$ cat src/rtl/sipo_window_ctrl_if.sv
// sipo_window_ctrl_if: groups the upstream sample handshake, the tap-register
// drive (data + shift enable) and the downstream window handshake.
// The master modport is the controller; the slave modport is the surrounding logic.
interface sipo_window_ctrl_if #(
   parameter int WIDTH = 16,
   parameter int DEPTH = 8
);
   logic                         s_valid;
   logic [WIDTH-1:0]             s_data;
   logic                         s_ready;
   logic [WIDTH-1:0]             sipo_d;
   logic                         sipo_en;
   logic                         win_valid;
   logic                         win_ready;
   logic [7:0]                   win_count;
   // Observational count of valid samples held in the tap register.
   logic [$clog2(DEPTH+1)-1:0]   fill_cnt;

   modport master (
      input  s_valid, s_data, win_ready,
      output s_ready, sipo_d, sipo_en, win_valid, win_count, fill_cnt
   );

   modport slave (
      output s_valid, s_data, win_ready,
      input  s_ready, sipo_d, sipo_en, win_valid, win_count, fill_cnt
   );
endinterface

$ cat src/rtl/sipo_window_ctrl.sv
// sipo_window_ctrl: sequencer for a DEPTH-stage, WIDTH-bit serial-in/parallel-out
// tap register. Accepts samples over valid/ready, drives the register's data and
// shift enable, and offers a "window valid" handshake to the parallel consumer.
// After the first full window, a new window is offered every STRIDE samples
// (STRIDE must lie in 1..DEPTH).
// Optional build macro: SIPO_WINDOW_CTRL_SKID_EN adds a one-sample skid buffer
// that lets the upstream hand over one sample while a window is pending.
module sipo_window_ctrl #(
   parameter int WIDTH  = 16,
   parameter int DEPTH  = 8,
   parameter int STRIDE = 1
) (
   input  logic               clk,
   input  logic               rst,     // synchronous, active-low
   input  logic               flush,
   sipo_window_ctrl_if.master bus
);
   localparam int              CW          = $clog2(DEPTH + 1);
   localparam logic [0:0]      ST_FILL     = 1'b0;
   localparam logic [0:0]      ST_WAIT     = 1'b1;
   localparam logic [CW-1:0]   NEED_FULL   = CW'(DEPTH);
   localparam logic [CW-1:0]   NEED_STRIDE = CW'(STRIDE);

   logic [0:0]        state_q, state_d;
   logic [CW-1:0]     fill_cnt_q, fill_cnt_d;
   logic [CW-1:0]     need_cnt_q, need_cnt_d;
   logic              win_valid_q, win_valid_d;
   logic [7:0]        win_count_q, win_count_d;

   logic              s_ready;
   logic              shift_en;
   logic [WIDTH-1:0]  shift_d;
   logic              win_accept;

`ifdef SIPO_WINDOW_CTRL_SKID_EN
   logic [WIDTH-1:0]  skid_q, skid_d;
   logic              skid_full_q, skid_full_d;
`endif

   // Upstream ready and register drive; a pending skid sample always shifts first.
   always_comb begin
      s_ready  = 1'b0;
      shift_en = 1'b0;
      shift_d  = bus.s_data;
      if (rst && !flush) begin
         if (state_q == ST_FILL) begin
`ifdef SIPO_WINDOW_CTRL_SKID_EN
            if (skid_full_q) begin
               shift_en = 1'b1;
               shift_d  = skid_q;
            end else begin
               s_ready  = 1'b1;
               shift_en = bus.s_valid;
            end
`else
            s_ready  = 1'b1;
            shift_en = bus.s_valid;
`endif
         end
`ifdef SIPO_WINDOW_CTRL_SKID_EN
         else begin
            s_ready = ~skid_full_q;
         end
`endif
      end
   end

   assign win_accept = (state_q == ST_WAIT) && win_valid_q && bus.win_ready;

   // Window sequencing: count samples still needed, then hold the window until taken.
   always_comb begin
      state_d     = state_q;
      fill_cnt_d  = fill_cnt_q;
      need_cnt_d  = need_cnt_q;
      win_valid_d = win_valid_q;
      win_count_d = win_count_q;
      if (flush) begin
         state_d     = ST_FILL;
         fill_cnt_d  = '0;
         need_cnt_d  = NEED_FULL;
         win_valid_d = 1'b0;
      end else begin
         if (shift_en) begin
            if (fill_cnt_q != NEED_FULL) begin
               fill_cnt_d = fill_cnt_q + 1'b1;
            end
            need_cnt_d = need_cnt_q - 1'b1;
            if (need_cnt_q == CW'(1)) begin
               state_d     = ST_WAIT;
               win_valid_d = 1'b1;
            end
         end
         if (win_accept) begin
            win_count_d = win_count_q + 8'd1;
            need_cnt_d  = NEED_STRIDE;
            state_d     = ST_FILL;
            win_valid_d = 1'b0;
         end
      end
   end

`ifdef SIPO_WINDOW_CTRL_SKID_EN
   // Skid capture while a window is pending; drained on the first FILL cycle.
   always_comb begin
      skid_d      = skid_q;
      skid_full_d = skid_full_q;
      if (flush) begin
         skid_full_d = 1'b0;
      end else if (state_q == ST_WAIT) begin
         if (bus.s_valid && s_ready) begin
            skid_d      = bus.s_data;
            skid_full_d = 1'b1;
         end
      end else if (skid_full_q) begin
         skid_full_d = 1'b0;
      end
   end

   // Skid payload needs no reset; only the full flag is qualified by reset.
   always_ff @(posedge clk) begin
      skid_q <= skid_d;
   end
`endif

   // Control state registers with synchronous active-low reset.
   always_ff @(posedge clk) begin
      if (!rst) begin
         state_q     <= ST_FILL;
         fill_cnt_q  <= '0;
         need_cnt_q  <= NEED_FULL;
         win_valid_q <= 1'b0;
         win_count_q <= 8'd0;
`ifdef SIPO_WINDOW_CTRL_SKID_EN
         skid_full_q <= 1'b0;
`endif
      end else begin
         state_q     <= state_d;
         fill_cnt_q  <= fill_cnt_d;
         need_cnt_q  <= need_cnt_d;
         win_valid_q <= win_valid_d;
         win_count_q <= win_count_d;
`ifdef SIPO_WINDOW_CTRL_SKID_EN
         skid_full_q <= skid_full_d;
`endif
      end
   end

   assign bus.s_ready   = s_ready;
   assign bus.sipo_d    = shift_d;
   assign bus.sipo_en   = shift_en;
   assign bus.win_valid = win_valid_q;
   assign bus.win_count = win_count_q;
   assign bus.fill_cnt  = fill_cnt_q;
endmodule

$ cat src/flat_wrapper.sv
// flat-port wrapper written by rule: the top's interface ports become plain ports
module sipo_window_ctrl_flat 
#(
   parameter int WIDTH  = 16,
   parameter int DEPTH  = 8,
   parameter int STRIDE = 1
)
  (clk, rst, flush, bus_s_valid, bus_s_data, bus_win_ready, bus_s_ready, bus_sipo_d, bus_sipo_en, bus_win_valid, bus_win_count, bus_fill_cnt);
  sipo_window_ctrl_if #(.WIDTH(WIDTH), .DEPTH(DEPTH)) bus_i ();
  input  logic clk;
  input  logic rst;
  input  logic flush;
  input wire logic [$bits(bus_i.s_valid)-1:0] bus_s_valid;
  input wire logic [$bits(bus_i.s_data)-1:0] bus_s_data;
  input wire logic [$bits(bus_i.win_ready)-1:0] bus_win_ready;
  output wire logic [$bits(bus_i.s_ready)-1:0] bus_s_ready;
  output wire logic [$bits(bus_i.sipo_d)-1:0] bus_sipo_d;
  output wire logic [$bits(bus_i.sipo_en)-1:0] bus_sipo_en;
  output wire logic [$bits(bus_i.win_valid)-1:0] bus_win_valid;
  output wire logic [$bits(bus_i.win_count)-1:0] bus_win_count;
  output wire logic [$bits(bus_i.fill_cnt)-1:0] bus_fill_cnt;
  assign bus_i.s_valid = bus_s_valid;
  assign bus_i.s_data = bus_s_data;
  assign bus_i.win_ready = bus_win_ready;
  assign bus_s_ready = bus_i.s_ready;
  assign bus_sipo_d = bus_i.sipo_d;
  assign bus_sipo_en = bus_i.sipo_en;
  assign bus_win_valid = bus_i.win_valid;
  assign bus_win_count = bus_i.win_count;
  assign bus_fill_cnt = bus_i.fill_cnt;
  sipo_window_ctrl #(.WIDTH(WIDTH), .DEPTH(DEPTH), .STRIDE(STRIDE)) u_core (.clk(clk), .rst(rst), .flush(flush), .bus(bus_i));
endmodule
$ cat config.mk
export PLATFORM = sky130hd
export DESIGN_NAME = sipo_window_ctrl_flat
export DESIGN_NICKNAME = d
export VERILOG_FILES = /design/src/rtl/sipo_window_ctrl_if.sv /design/src/rtl/sipo_window_ctrl.sv /design/src/flat_wrapper.sv
export SDC_FILE = /design/constraint.sdc
export NUM_CORES = 1
export LEC_CHECK = 0
export CAP_MARGIN = 20
export CORE_ASPECT_RATIO = 1.2
export CORE_UTILIZATION = 42
export DETAILED_ROUTE_END_ITERATION = 10
export GPL_TIMING_DRIVEN = 0
export HOLD_SLACK_MARGIN = 0.02
export PLACE_DENSITY_LB_ADDON = 0.2
export SYNTH_ARGS = -nofsm -noshare
export SYNTH_HDL_FRONTEND = slang
export SYNTH_SLANG_ARGS = --single-unit
export TNS_END_PERCENT = 10
$ cat constraint.sdc
create_clock -name clk -period 2.1 [get_ports clk]
set_clock_uncertainty 0.15 [all_clocks]
set_input_delay 0.42 -clock clk [delete_from_list [all_inputs] [get_ports clk]]
set_output_delay 0.42 -clock clk [all_outputs]
set_load 0.005 [all_outputs]
==> results.json <==
{
  "outcome": "finished clean",
  "whs_ns": 0.335,
  "ys_warn_count": 0,
  "synthCells": 112,
  "cts_buffer_depth": 2,
  "clk_pin_slew_ns": 0.09,
  "synth_edf_count": 0,
  "hp-class": "flop to flop",
  "fin_tns_setup_ns": 0,
  "cpPeakStageDelay_ns": 0.49,
  "critPathSlowestCell": "clkdlybuf4s50_1",
  "ys_ff_latch": 17,
  "io_pins": 52,
  "nFillCells": 180,
  "place.port_buffers": 35,
  "htreeDepth": 1,
  "die_h_um": 55.0,
  "total_power_w": 0.000607,
  "drive_above_1_share_pct": 18.2,
  "antenna_found_initial": 0,
  "drc": 0,
  "synth.distinct_cells": 32,
  "cp-start-kind": "input port",
  "path_max_fanout": 5,
  "grt.total_usage_pct": 19.6,
  "holdBufCountCts": 0,
  "async_flop_share_pct": 0,
  "first_iter_violations": 17,
  "dieArea_mm2": 0.00254,
  "synth_fp_nets": 138,
  "overflow": 0,
  "first_pass_iters": 4,
  "hold_viol": 0,
  "numCtsBuffers": 3,
  "ys.flop_type": "dfxtp_1",
  "grt_setup_unrepaired": "yes",
  "worst_setup_path_end_kind": "primary output",
  "syn_avg_cell_area_um2": 8.79,
  "worst_pin_slew_ns": 0.294,
  "maxSlewViolCount": 0,
  "dp_cells": 177,
  "die_w_um": 46.2,
  "clkLatencyLatePin_ns": 0.28,
  "rows": 18,
  "grt_pass1_vias": 858,
  "nets": 181,
  "place_hpwl_um": 1660,
  "num_antenna_cells": 0,
  "fin_util_pct": 67.8,
  "finalCritPeriodShare_pct": 99.7,
  "clock-root-buffer": "clkbuf_4",
  "tritoncts": "built",
  "routedWlPerCell_um": 12.4,
  "p_leak_nw": 0.561,
  "syn_area_um2": 985,
  "maxCapViolCount": 0,
  "area_growth_pct": 47.4,
  "grt_pass1_wl_um": 3580,
  "cp.arrival_ns": 1.52,
  "setup_viol": 0,
  "cp_cell_sequence": "dlygate4sd2_1 > nand4bb_4 > inv_4 > clkdlybuf4s50_1",
  "grt_max_degree": 11,
  "fin_crit_ns": 2.09,
  "powerDensity_mw_per_mm2": 418,
  "instances_no_fill": 184,
  "crit_family": "buffers and inverters",
  "timing.fmax_mhz": 477,
  "vias": 943,
  "criticalPathCategory": "input port to primary output",
  "ant_nets": 0,
  "drt_wl_total_um": 2280,
  "path_buf_inv": 3,
  "max_slew_margin_pct": 80.2,
  "core_area_mm2": 0.00214,
  "ir_drop_mv": 0.361,
  "required_ns": 1.53,
  "initial_utilization_pct": 46.0,
  "vias_per_cell": 5.13,
  "gp_congestion": 0.779,
  "ys_seq_area_share_pct": 34.6,
  "cts_sinks": 17
}
-- layer usage --
metal  track usage, %  routed length (um)
met2             37.1                1200
met1             21.1                 927
met3             2.27                 147
met4             9.80                  13
met5                0                   0
-- cell usage in the layout (no fill, tap or decap), types with 4 or more instances in the layout --
master / synthesis / layout
clkdlybuf4s50_1: 0 / 32
buf_4: 16 / 20
dfxtp_1: 17 / 17
a21oi_1: 7 / 7
inv_1: 7 / 6
o21ai_0: 6 / 6
nand2_1: 5 / 5
or3_1: 5 / 5
ha_1: 5 / 5
nand3b_1: 4 / 4
a21boi_0: 4 / 4
-- synth_stat cells (all sizes together) (2+ instances only) --
library cell / number / area share, %
nand4: 2 / 1.3
a21oi: 7 / 3.6
xnor2: 3 / 2.7
buf: 17 / 13
dfxtp: 17 / 35
nand3: 3 / 1.5
nor2: 2 / 0.76
a21boi: 6 / 4.6
ha: 5 / 6.4
nand2b: 2 / 1.3
nand4b: 2 / 1.8
nand2: 5 / 1.9
nand3b: 4 / 3.0
inv: 7 / 2.7
o21ai: 6 / 3.0
or3: 5 / 3.2
or4: 3 / 2.3
and3b: 2 / 1.8
o31ai: 2 / 1.5
and2: 2 / 1.3
-- power by group --
group / internal [W] / total [W] / switching, W
logic: 0.0000725 / 0.000108 / 0.0000351
clock network: 0.0000737 / 0.000171 / 0.0000971
registers: 0.000325 / 0.000329 / 0.00000336
total: 0.000472 / 0.000607 / 0.000136
-- flip-flops by register name, indices dropped and copies added (netlist names) --
register	cells
u_core.need_cnt_q	4
u_core.state_q	1
u_core.bus.win_count	8
u_core.bus.fill_cnt	4
-- logic make-up after synthesis --
kind of cell | share of synthesized area [%]
adders and majority gates | 6.35
DFF | 34.6
muxes | 1.02
and+or+nand+nor | 21.9
buffers and inverters | 15.8
AOI/OAI and AO/OA | 17.8
xor gates and xnor gates | 2.67
-- final cells by class --
class / instances / area [um^2] / area share [%]
flip-flops and latches: 17 / 340 / 23.4
repair buffers: 39 / 380 / 26.2
clock buffers: 4 / 26.3 / 1.81
inverters: 7 / 28.8 / 1.98
well taps: 30 / 37.5 / 2.59
multi-input cells: 70 / 513 / 35.3
plain buffers: 17 / 125 / 8.62
-- per-stage QoR --
stage / instance area [um^2] / worst slack [ns]
after floorplan: 985 / 0.590
after global placement: 1370 / -0.621
after detailed placement: 1370 / -0.623
after CTS: 1440 / 0.0130
after global routing: 1450 / -0.0102
final: 1450 / 0.00553
-- final timing paths --
kind	startpoint	endpoint	slack [ns]	cells after the start
worst min register to register	u_core.bus.win_count[7]	u_core.bus.win_count[7]	0.34	2
worst min-delay path	u_core.bus.win_count[7]	u_core.bus.win_count[7]	0.34	2
worst max-delay path	flush	bus_sipo_en	0.006	4
worst max register to register	u_core.state_q	u_core.bus.win_count[4]	0.48	4
-- repair_timing --
action	in CTS	in global routing
pin swaps	1	0
buffers inserted	2	2
endpoints found under the setup margin	2	2
gates resized for setup	10	1
-- worst reg2reg max path, stage by stage (launching register included) --
cell	delay, ns
dfxtp_1	0.39
buf_2	0.23
nand4b_1	0.22
or3_1	0.40
a21boi_0	0.16
Note: power is estimated with default switching activity, not from simulation.
